===== src/rtl/conv_pkg.sv =====
// Shared widths and the wrap/saturate adder for the convolution MAC datapath.
package conv_pkg;

  localparam int INW_DEF  = 8;
  localparam int OUTW_DEF = 24;
  // Working width of sat_add; OUTW must leave two bits of headroom so a+b cannot overflow.
  localparam int MAXW     = 64;

  // a and b are sign-extended OUTW-bit values; the result is the OUTW-bit sum, sign-extended to MAXW.
  function automatic logic signed [MAXW-1:0] sat_add(
    input logic signed [MAXW-1:0] a,
    input logic signed [MAXW-1:0] b,
    input logic                   sat,
    input int                     outw
  );
    logic signed [MAXW-1:0] one;
    logic signed [MAXW-1:0] sum;
    logic signed [MAXW-1:0] hi;
    logic signed [MAXW-1:0] lo;
    logic signed [MAXW-1:0] res;
    one = {{(MAXW-1){1'b0}}, 1'b1};
    sum = a + b;
    hi  = (one <<< (outw - 1)) - one;
    lo  = ~hi;
    if (sat) begin
      if (sum > hi) begin
        res = hi;
      end else if (sum < lo) begin
        res = lo;
      end else begin
        res = sum;
      end
    end else begin
      res = (sum <<< (MAXW - outw)) >>> (MAXW - outw);
    end
    return res;
  endfunction

endpackage


===== src/rtl/conv_mac_stage_mac_accum.sv =====
// Stage-2 window accumulator: adds the registered product into acc, wrapping or saturating.
module mac_accum
  import conv_pkg::*;
#(
  parameter int INW  = INW_DEF,
  parameter int OUTW = OUTW_DEF,
  parameter int SAT  = 0
) (
  input  logic              clk,
  input  logic              reset,
  input  logic              en_acc,
  input  logic              s1_last,
  input  logic [2*INW-1:0]  s1_prod,
  output logic [OUTW-1:0]   acc_next
);

  logic [OUTW-1:0]        acc_q;
  logic [OUTW-1:0]        acc_d;
  logic signed [MAXW-1:0] sum_w;

  always_comb begin
    sum_w    = sat_add(MAXW'($signed(acc_q)), MAXW'($signed(s1_prod)), SAT != 0, OUTW);
    acc_next = sum_w[OUTW-1:0];
    acc_d    = acc_q;
    // A closing pair hands its sum to the output register and restarts the window at zero.
    if (en_acc) begin
      acc_d = s1_last ? '0 : acc_next;
    end
  end

  always_ff @(posedge clk) begin
    if (reset) begin
      acc_q <= '0;
    end else begin
      acc_q <= acc_d;
    end
  end

endmodule


===== src/rtl/conv_mac_stage.sv =====
// Two-stage signed multiply-accumulate feeding the output FIFO, one result per operand window.
module conv_mac_stage
  import conv_pkg::*;
#(
  parameter int INW  = INW_DEF,
  parameter int OUTW = OUTW_DEF,
  parameter int SAT  = 0
) (
  input  logic              clk,
  input  logic              reset,
  input  logic [2*INW-1:0]  IN_AXIS_TDATA,
  input  logic              IN_AXIS_TVALID,
  input  logic              IN_AXIS_TLAST,
  output logic              IN_AXIS_TREADY,
  output logic [OUTW-1:0]   OUT_AXIS_TDATA,
  output logic              OUT_AXIS_TVALID,
  input  logic              OUT_AXIS_TREADY
);

  if (OUTW < 2*INW || OUTW > MAXW - 2) begin : g_bad_width
    $error("conv_mac_stage: OUTW must be >= 2*INW and <= %0d", MAXW - 2);
  end

  logic                   en;
  logic                   accepted;
  logic signed [INW-1:0]  x_w;
  logic signed [INW-1:0]  w_w;
  logic [2*INW-1:0]       prod_w;
  logic [OUTW-1:0]        acc_next;

  logic                   s1_v_q, s1_v_d;
  logic                   s1_last_q, s1_last_d;
  logic [2*INW-1:0]       s1_prod_q, s1_prod_d;
  logic                   out_valid_q, out_valid_d;
  logic [OUTW-1:0]        out_data_q, out_data_d;

  always_comb begin
    en             = !(out_valid_q && !OUT_AXIS_TREADY);
    // Output valid is forced low by reset one edge late, so ready is asserted explicitly here.
    IN_AXIS_TREADY = en || reset;
    accepted       = IN_AXIS_TVALID && IN_AXIS_TREADY;
    x_w            = IN_AXIS_TDATA[2*INW-1:INW];
    w_w            = IN_AXIS_TDATA[INW-1:0];
    prod_w         = (2*INW)'(x_w) * (2*INW)'(w_w);

    s1_v_d      = s1_v_q;
    s1_last_d   = s1_last_q;
    s1_prod_d   = s1_prod_q;
    out_valid_d = out_valid_q;
    out_data_d  = out_data_q;
    if (en) begin
      s1_v_d      = accepted;
      s1_last_d   = IN_AXIS_TLAST;
      s1_prod_d   = prod_w;
      out_valid_d = s1_v_q && s1_last_q;
      if (s1_v_q && s1_last_q) begin
        out_data_d = acc_next;
      end
    end
  end

  always_ff @(posedge clk) begin
    if (reset) begin
      s1_v_q      <= 1'b0;
      s1_last_q   <= 1'b0;
      s1_prod_q   <= '0;
      out_valid_q <= 1'b0;
      out_data_q  <= '0;
    end else begin
      s1_v_q      <= s1_v_d;
      s1_last_q   <= s1_last_d;
      s1_prod_q   <= s1_prod_d;
      out_valid_q <= out_valid_d;
      out_data_q  <= out_data_d;
    end
  end

  mac_accum #(
    .INW  (INW),
    .OUTW (OUTW),
    .SAT  (SAT)
  ) u_mac_accum (
    .clk      (clk),
    .reset    (reset),
    .en_acc   (en && s1_v_q),
    .s1_last  (s1_last_q),
    .s1_prod  (s1_prod_q),
    .acc_next (acc_next)
  );

  assign OUT_AXIS_TDATA  = out_data_q;
  assign OUT_AXIS_TVALID = out_valid_q;

endmodule


===== config.mk =====
export PLATFORM = sky130hd
export DESIGN_NAME = conv_mac_stage
export DESIGN_NICKNAME = d
export VERILOG_FILES = /design/src/rtl/conv_pkg.sv /design/src/rtl/conv_mac_stage_mac_accum.sv /design/src/rtl/conv_mac_stage.sv
export SDC_FILE = /design/constraint.sdc
export NUM_CORES = 1
export LEC_CHECK = 0
export BUFFER_PORTS_ARGS = -buffer_cell sky130_fd_sc_hd__buf_2
export CORE_MARGIN = 8
export CORE_UTILIZATION = 40
export CTS_CLUSTER_DIAMETER = 150
export DETAILED_ROUTE_END_ITERATION = 8
export GPL_ROUTABILITY_DRIVEN = 0
export HOLD_SLACK_MARGIN = 0.1
export MAX_ROUTING_LAYER = met4
export PLACE_DENSITY_LB_ADDON = 0.12
export RECOVER_POWER = 50
export SYNTH_ARGS = -nofsm -noshare
export SYNTH_HDL_FRONTEND = slang
export SYNTH_SLANG_ARGS = --single-unit

===== constraint.sdc =====
create_clock -name clk -period 11.7 [get_ports clk]
set_input_delay 0.585 -clock clk [delete_from_list [all_inputs] [get_ports clk]]
set_output_delay 0.585 -clock clk [all_outputs]
set_load 0.01 [all_outputs]

# After elaboration in Yosys (flattened, before gate mapping)
# Index checks and enable logic that the tools add are counted.
word_totals:
  input_bits: 21
  register_bits: 67
  output_inout_bits: 26
classes:
  bitwise: 1
  n_reduce_logical: 8
  muxes: 1
  addsub: 1
  mul: 1
ops:
  columns: ["operator", "count"]
  rows:
  - ["$add 24x16->24", 1]
  - ["$mux 24", 1]
  - ["$mul 8x8->16", 1]
  - ["$logic_and 1x1->1", 4]
  - ["$logic_not 1->1", 2]
  - ["$reduce_and 2->1", 1]
  - ["$logic_or 1x1->1", 1]
  - ["$not 1->1", 1]

# Logic depth before layout (Yosys ltp)
# Gate-level depths: netlist of the first run.
logic_depth:
  ltp_word: 5
  depth_mapped: 20

# Cells and area by module
# Synthesis of the first run repeated with hierarchy kept, for this count alone.
hier_totals:
  cells_unflattened: 710
  hier_area_um2: 6025.8
modules_own_cells:
  columns: ["mod", "n_inst", "cells_each", "area_each_um2"]
  rows:
  - ["conv_mac_stage", 1, 464, 4010.1]
  - ["mac_accum", 1, 246, 2015.7]

# Least setup slack after synthesis of the first run
# OpenSTA, ideal clock, no wires.
synth_path:
  kind: "input to register"
  from: "in IN_AXIS_TDATA[4]"
  to: "reg s1_prod_q[15]"
  path_slack_ps: 6906
  required_ps: 11568
  cell_stages: 18
  arrival_ps: 4661
  cell_sequence: "and2_1 > fa_1 > inv_1 > fa_1 > inv_1 > fa_1 > inv_1 > fa_1 > inv_1 > ha_1 > o21ai_0 > o21ai_0 > a31o_2 > and4_1 > a2111oi_2 > a21oi_1 > xnor2_1 > a21oi_1"
synth_between:
  elab_chain_len: 1
synth_rtl:
  columns: ["item", "line_no", "text"]
  rows:
  - ["start, declared", "conv_mac_stage.sv:11", "input logic [2*INW-1:0] IN_AXIS_TDATA,"]
  - ["$mul 8x8->16", "conv_mac_stage.sv:44", "prod_w = (2*INW)'(x_w) * (2*INW)'(w_w);"]
  - ["end signal, assigned", "conv_mac_stage.sv:72", "s1_prod_q <= s1_prod_d;"]
  - ["end, declared", "conv_mac_stage.sv:33", "logic [2*INW-1:0] s1_prod_q, s1_prod_d;"]
# No other way between the ends.
# A chain may end at the register's enable or synchronous reset.

# Worst setup path in the final report of the first run
# Same ends and word-level chain as after synthesis.

==> metrics.txt, run 1 <==
largest net degree at the start of global routing=60; H-Tree Depth=3; final wirelength=around 14000 um; switching pwr=0.502 mW; Initial Util=0.410; startpoint of the worst register-to-register path=s1_prod_q[0]$_SDFFE_PP0N_; Switching Share=0.404; Slew @ Worst Pin=1.15 ns; diode count=0; Via density=around 5.1; Synth Net Count=approximately 830; Post-Syn Area per Cell=8.57 um2; CTS sink cnt=67; number of hold buffers added after cts=0; fraction of layout cells with a size suffix above 1=0.0700; total global routing overflow=0; TritonCTS Buffers=9; hpwl dp=between 10000 and 15000 um; Critical Path Start=IN_AXIS_TDATA[4]; crit path kind=input port to flip-flop; CP required=between 10 and 15 ns; most frequent cells in the layout=88 x nand2_1, 84 x inv_1, 67 x dfxtp_1, 56 x fa_1, 54 x a21oi_1; area delta synth->final=11.6%; Clk pin slew, worst setup/hold paths=~0.05 ns; Max FO, Critical Path=8; vias in the first global route=~4900; CTS tree=done; post-synthesis cell area=5990 um2; via count=approximately 4800; die width=~140 um; setup bufs post-CTS=0; Std-Cell Rows=44; Seq cells post-synth=67; internal power=between 0.7 and 0.8 mW; main flop type after synthesis=dfxtp_1; largest area contributor in the netlist=dfxtp_1; Leakage=about 3.0 nW; final setup vio count=0; status=completed; Worst slew margin=0.231; clock power share=0.237; max-cap violation count=0; YS warnings=0; Async SR Flop Fraction=0; chip height=around 140 um; post-synthesis cell count=699; commonest non-fill, non-tap cell in the layout=nand2_1; Pwr Total=roughly 1.2 mW; Fin. Hold Viols=0; Area after DPL=~6400 um2; Max Fclk=around 210 MHz; sequential area share after synthesis=0.224; min Tclk post-route=4.85 ns; Clock Path Buffers=2; core area=between 10000 and 15000 um2; initial detailed-routing violation count=~240; # port buffers=46; WP data arrival=~5 ns; largest cells by area after synthesis=dfxtp_1 22%, fa_1 19%, ha_1 11%, nand2_1 5.5%, inv_1 5.3%; post-synth top area share=0.224; # DRC=0; VDD IR-drop max=between 0.06 and 0.07 mV; max-slew violations=0; Worst Setup Start Kind=input port; antenna viol nets, final=0; IO Pins=47; count of cell types in the netlist=61; gr usage total=0.151; post-CTS sizing=0; combinational share of power=0.532; DIE AREA=~19000 um2; Net count, final=just under 900; Worst Hold Class=flip-flop to flip-flop; final instance area=6690 um2; EDFF count, synth=0; final clock skew=approximately 0.0084 ns; Seq pwr share=0.231; Placed Cells=slightly above 900; hold path startpoint=OUT_AXIS_TDATA[19]$_SDFFE_PP0P_; CTS root buffer=clkbuf_16; first-pass GRT wire length=~24000 um; wire per inst=15.1 um; Crit. End Element=flip-flop; RSZ-0062 raised after global routing=no; Post-Route Setup TNS=0 ns; DRT Pass-1 Iters=6; initial antenna violation count=0; final cell count without fillers=slightly above 900; Power per Cell Area=between 150 and 200 nW/um2; Final Cycle Share=0.415; Clock Latency Late Sink=about 0.34 ns
critical path: stages:
cell       delay, ns
buf_2           0.15
and2_1          0.19
fa_1            0.54
inv_1           0.05
fa_1            0.47
inv_1           0.05
fa_1            0.53
inv_1           0.05
fa_1            0.52
inv_1           0.04
ha_1            0.31
o21ai_0         0.11
o21ai_0         0.14
a31o_2          0.28
and4_1          0.20
a2111oi_2       0.42
a21oi_1         0.13
xnor2_1         0.18
a21oi_1         0.08
final cells by class:
cell class              count  area [um2]
flip-flops and latches     67        1340
multi-input cells         525        4240
clock buffers              10         239
well taps                 184         230
clock inverters             6        88.8
repair buffers             51         228
inverters                  84         315
fillers                  1440        7900
registers in the layout (all words and copies together) (netlist names):
signal,cells
u_mac_accum.acc_q,24
s1_last_q,1
s1_prod_q,16
OUT_AXIS_TVALID,1
s1_v_q,1
OUT_AXIS_TDATA,24
Yosys cell counts, types with 2 or more instances:
master,number
nand2_1,88
inv_1,84
dfxtp_1,67
fa_1,56
a21oi_1,54
ha_1,52
nor2_1,43
and2_1,39
xnor2_1,24
clkbuf_1,16
o21ai_0,16
nand3_1,14
a22o_1,12
nor2b_1,11
a22oi_1,10
a21o_1,9
xor2_1,9
nor3_1,8
a211oi_1,7
a31oi_1,6
buf_1,5
nand2b_1,5
and4_1,4
nand4_1,4
nor3b_1,4
o21a_1,4
and3_1,3
nand3b_1,3
or4_1,3
a211o_1,2
a21boi_0,2
buf_2,2
nor4_1,2
o31a_1,2
o31ai_4,2
or3_1,2
cell families after synthesis:
kind of cell	share of synthesized area
adder cells (fa/ha/maj)	0.296
multiplexers	0.00355
flip-flops	0.224
AO/OA/AOI/OAI	0.168
AND/OR/NAND/NOR	0.193
XOR/XNOR	0.0483
buffers and inverters	0.0675
per-stage QoR:
| stage | setup WS (ns) | util | hold slack, ns |
|---|---|---|---|
| after floorplan | 6.91 | - | 0.436 |
| after global placement | 6.58 | 0.439 | 0.440 |
| after detailed placement | 6.52 | 0.439 | 0.444 |
| after CTS | 6.88 | 0.461 | 0.452 |
| after global routing | 6.54 | 0.458 | 0.474 |
| final | 6.85 | 0.458 | 0.452 |
final timing paths:
| path | to | slack (ns) | cells after the start |
|---|---|---|---|
| setup reg to reg | OUT_AXIS_TDATA[18]$_SDFFE_PP0P_ | 8.77 | 10 |
| hold reg to reg | OUT_AXIS_TDATA[19]$_SDFFE_PP0P_ | 0.45 | 2 |
| setup / recovery | s1_prod_q[15]$_SDFFE_PP0N_ | 6.85 | 19 |
| hold / removal | OUT_AXIS_TDATA[19]$_SDFFE_PP0P_ | 0.45 | 2 |
per-layer routing:
metal	routed length (um)	GRT usage
met1	6880	0.190
met2	6380	0.238
met3	423	0.0229
met4	318	0.0601
met5	0	-
power groups by stage:
| stage | sequential (mW) | clock [mW] | combinational (mW) |
|---|---|---|---|
| floorplan | 0.282 | 0 | 0.532 |
| global placement | 0.290 | 0 | 0.658 |
| detailed placement | 0.291 | 0 | 0.668 |
| CTS | 0.287 | 0.302 | 0.673 |
| global route | 0.291 | 0.312 | 0.761 |
| finish | 0.287 | 0.295 | 0.662 |
No activity file was read; power rests on OpenSTA's default activity.
==> run 2, diff against run 1 <==
Settings changed: ABC_AREA from default to 1.
Clock period 11.7 ns to 3.9 ns, I/O delays scaled along.
==> metrics.txt, run 2 <==
status=completed (unchanged); Crit path largest cell delay=0.54 ns (about the same); wire per inst=13.0 um (was 15.1 um); via count=6157 (was 4772); chip height=147 um (was 138 um); min Tclk post-route=about 3.7 ns; largest net degree at the start of global routing=47 (was 60); EDFF count, synth=0 (unchanged); critical-path cell list=buf_2 > inv_4 > or2_2 > fa_1 > fa_1 > inv_1 > fa_1 > inv_1 > fa_1 > inv_1 > ha_4 > a21oi_2 > o21ai_1 > a21oi_1 > o21bai_1 > nand2_1 > nand2_1 > o21ai_0 (was buf_2 > and2_1 > fa_1 > inv_1 > fa_1 > inv_1 > fa_1 > inv_1 > fa_1 > inv_1 > ha_1 > o21ai_0 > o21ai_0 > a31o_2 > and4_1 > a2111oi_2 > a21oi_1 > xnor2_1 > a21oi_1); largest family of logic cells by synthesized area=simple AND/OR/NAND/NOR gates (was adder cells); Slew @ Worst Pin=1.37 ns (was 1.15 ns); Post-Syn Area per Cell=6.55 um2 (was 8.57 um2); DP Worst Slack=-0.170 ns (was 6.52 ns); post-synth top area share=0.196 (was 0.224); final clock skew=0.0115 ns (was 0.00844 ns); VDD IR-drop max=0.349 mV (was 0.0669 mV); initial antenna violation count=0 (unchanged); WP data arrival=3.98 ns (was 5.03 ns); RSZ-0062 raised after global routing=yes (was no); sequential area share after synthesis=0.196 (was 0.224); post-synthesis cell count=1045 (was 699); core area=17000 um2 (was 14600 um2); Worst Setup Start Kind=input port (unchanged); complex-gate fraction of the synthesized area=0.0861 (was 0.168); fraction of layout cells with a size suffix above 1=0.101 (was 0.0700); hold path startpoint=OUT_AXIS_TREADY (was OUT_AXIS_TDATA[19]$_SDFFE_PP0P_); Via density=4.61 (was 5.15); Net count, final=1235 (was 867); IO Pins=47 (unchanged); main flop type after synthesis=dfxtp_1 (unchanged); vias in the first global route=5958 (was 4889); H-Tree Depth=3 (unchanged); antenna viol nets, final=0 (unchanged); Async SR Flop Fraction=0 (unchanged); CP max stage cell=fa_1 (unchanged); Clk pin slew, worst setup/hold paths=0.06 ns (was 0.05 ns); simple-gate share of the synthesized area=0.281 (was 0.193); most frequent cells in the layout=303 x nand2_1, 240 x inv_1, 87 x nor2_1, 67 x dfxtp_1, 56 x fa_1 (was 88 x nand2_1, 84 x inv_1, 67 x dfxtp_1, 56 x fa_1, 54 x a21oi_1); Worst Hold Class=input port to flip-flop (was flip-flop to flip-flop); Leakage=4.39 nW (was 3.02 nW); Seq cells post-synth=67 (unchanged); first-pass GRT wire length=29500 um (was 23800 um); Fin. Hold Viols=0 (unchanged); final instance area=7810 um2 (was 6690 um2); crit path kind=input port to flip-flop (unchanged); total global routing overflow=0 (unchanged); DIE AREA=21500 um2 (was 19100 um2); final setup vio count=0 (unchanged); # port buffers=46 (unchanged); Synth Net Count=1174 (was 828); Max FO, Critical Path=5 (was 8); Max Fclk=269 MHz; Worst Slack Setup Final=0.185 ns (was 6.85 ns); gr usage total=0.172 (was 0.151); largest area contributor in the netlist=dfxtp_1 (unchanged); startpoint of the worst register-to-register path=OUT_AXIS_TVALID$_SDFFE_PP0N_ (was s1_prod_q[0]$_SDFFE_PP0N_); Std-Cell Rows=48 (was 44); CP required=4.17 ns (was 11.88 ns); most used cell, CP=fa_1; Crit. End Element=flip-flop (unchanged); commonest non-fill, non-tap cell in the layout=nand2_1 (unchanged); count of cell types in the netlist=35 (was 61); mux contribution to synthesized area=0 (was 0.00355); max-slew violations=0 (unchanged); CTS root buffer=clkbuf_16 (unchanged); largest cells by area after synthesis=dfxtp_1 20%, nand2_1 17%, fa_1 16%, inv_1 13%, ha_1 9.5% (was dfxtp_1 22%, fa_1 19%, ha_1 11%, nand2_1 5.5%, inv_1 5.3%); Final Cycle Share=0.953; CTS tree=done (unchanged); diode count=0 (unchanged); Worst slew margin=0.0846 (was 0.231); die width=147 um (was 138 um); Synth Area in Adders=0.259 (was 0.296); max-cap violation count=0 (unchanged); Post-synth top cells=307 x nand2_1, 242 x inv_1, 88 x nor2_1 (was 88 x nand2_1, 84 x inv_1, 67 x dfxtp_1); initial detailed-routing violation count=339 (was 237); Synth Area in XOR/XNOR=0.0243 (was 0.0483); post-synthesis cell area=6840 um2 (was 5990 um2); # DRC=0 (unchanged); YS warnings=0 (unchanged); CTS sink cnt=67 (unchanged); area delta synth->final=14.1% (was 11.6%); Clock Latency Late Sink=0.34 ns (about the same); Initial Util=0.403 (was 0.410); most frequent cell after synthesis=nand2_1 (unchanged); hpwl dp=14100 um (was 11000 um); TritonCTS Buffers=9 (unchanged); Power per Cell Area=530 nW/um2 (was 186 nW/um2); Clock Path Buffers=2 (unchanged); Area after DPL=7510 um2 (was 6400 um2); DRT Pass-1 Iters=4 (was 6); Critical Path Start=IN_AXIS_TDATA[7] (was IN_AXIS_TDATA[4]); final wirelength=17400 um (was 14000 um)
-- run 2: layout make-up --
class                           instances  area, um2
Fill cell                            1826       9190
Clock buffer                           10        229
Timing Repair Buffer                   81        464
Tap cell                              225        282
Clock inverter                          6       48.8
Inverter                              246        926
Multi-Input combinational cell        701       4520
Sequential cell                        67       1340
-- run 2: layer usage --
layer | GRT usage | share of wire | vias up
met4 | 0.0314 | 0.0090 | 0
met3 | 0.0252 | 0.030 | 12
met1 | 0.257 | 0.56 | 2823
li1 | - | - | 3237
met2 | 0.240 | 0.40 | 85
met5 | - | 0 | -
-- run 2: stage by stage --
stage               TNS, ns  hold WS [ns]  utilization  power, mW  cells
floorplan                 0         0.308            -       2.55   1045
global placement     -0.780         0.404        0.442       3.31   1318
detailed placement   -0.994         0.401        0.442       3.31   1318
CTS                       0         0.226        0.460       4.10   1336
global route        -0.0249         0.263        0.459       4.59   1336
finish                    0         0.217        0.459       4.14   1336
-- run 2: logic make-up after synthesis --
kind of cell	count (synthesis)
AOI/OAI and AO/OA	105
xor gates and xnor gates	19
adders and majority gates	108
buffers and inverters	277
DFF	67
and+or+nand+nor	469
-- run 2: power by group --
group          total (mW)  switching [mW]  internal (mW)  leakage [nW]
Clock               0.767           0.331          0.436         0.126
Combinational        2.53            1.47           1.06          3.72
Sequential          0.846          0.0691          0.777         0.547
-- run 2: worst paths after layout --
kind,slack (ns),end,depth (start not counted)
max,0.19,s1_prod_q[12]$_SDFFE_PP0N_,18
min,0.22,s1_prod_q[14]$_SDFFE_PP0N_,4
max reg2reg,0.75,OUT_AXIS_TDATA[15]$_SDFFE_PP0P_,8
min reg2reg,0.47,u_mac_accum.acc_q[18]$_SDFFE_PP0P_,2
-- run 2: worst max-delay path, delay by kind of cell --
kind                       cells  cell delay (ns)
and+or+nand+nor                3             0.39
buffers and inverters          5             0.33
adders and majority gates      5             2.31
AOI/OAI and AO/OA              5             0.76
-- run 2: what timing repair did --
item,in CTS,in global routing
hold buffers,2,0
buffers inserted,0,0
gates resized for setup,0,18
setup endpoints to repair,0,6
endpoints found under the hold margin,2,0
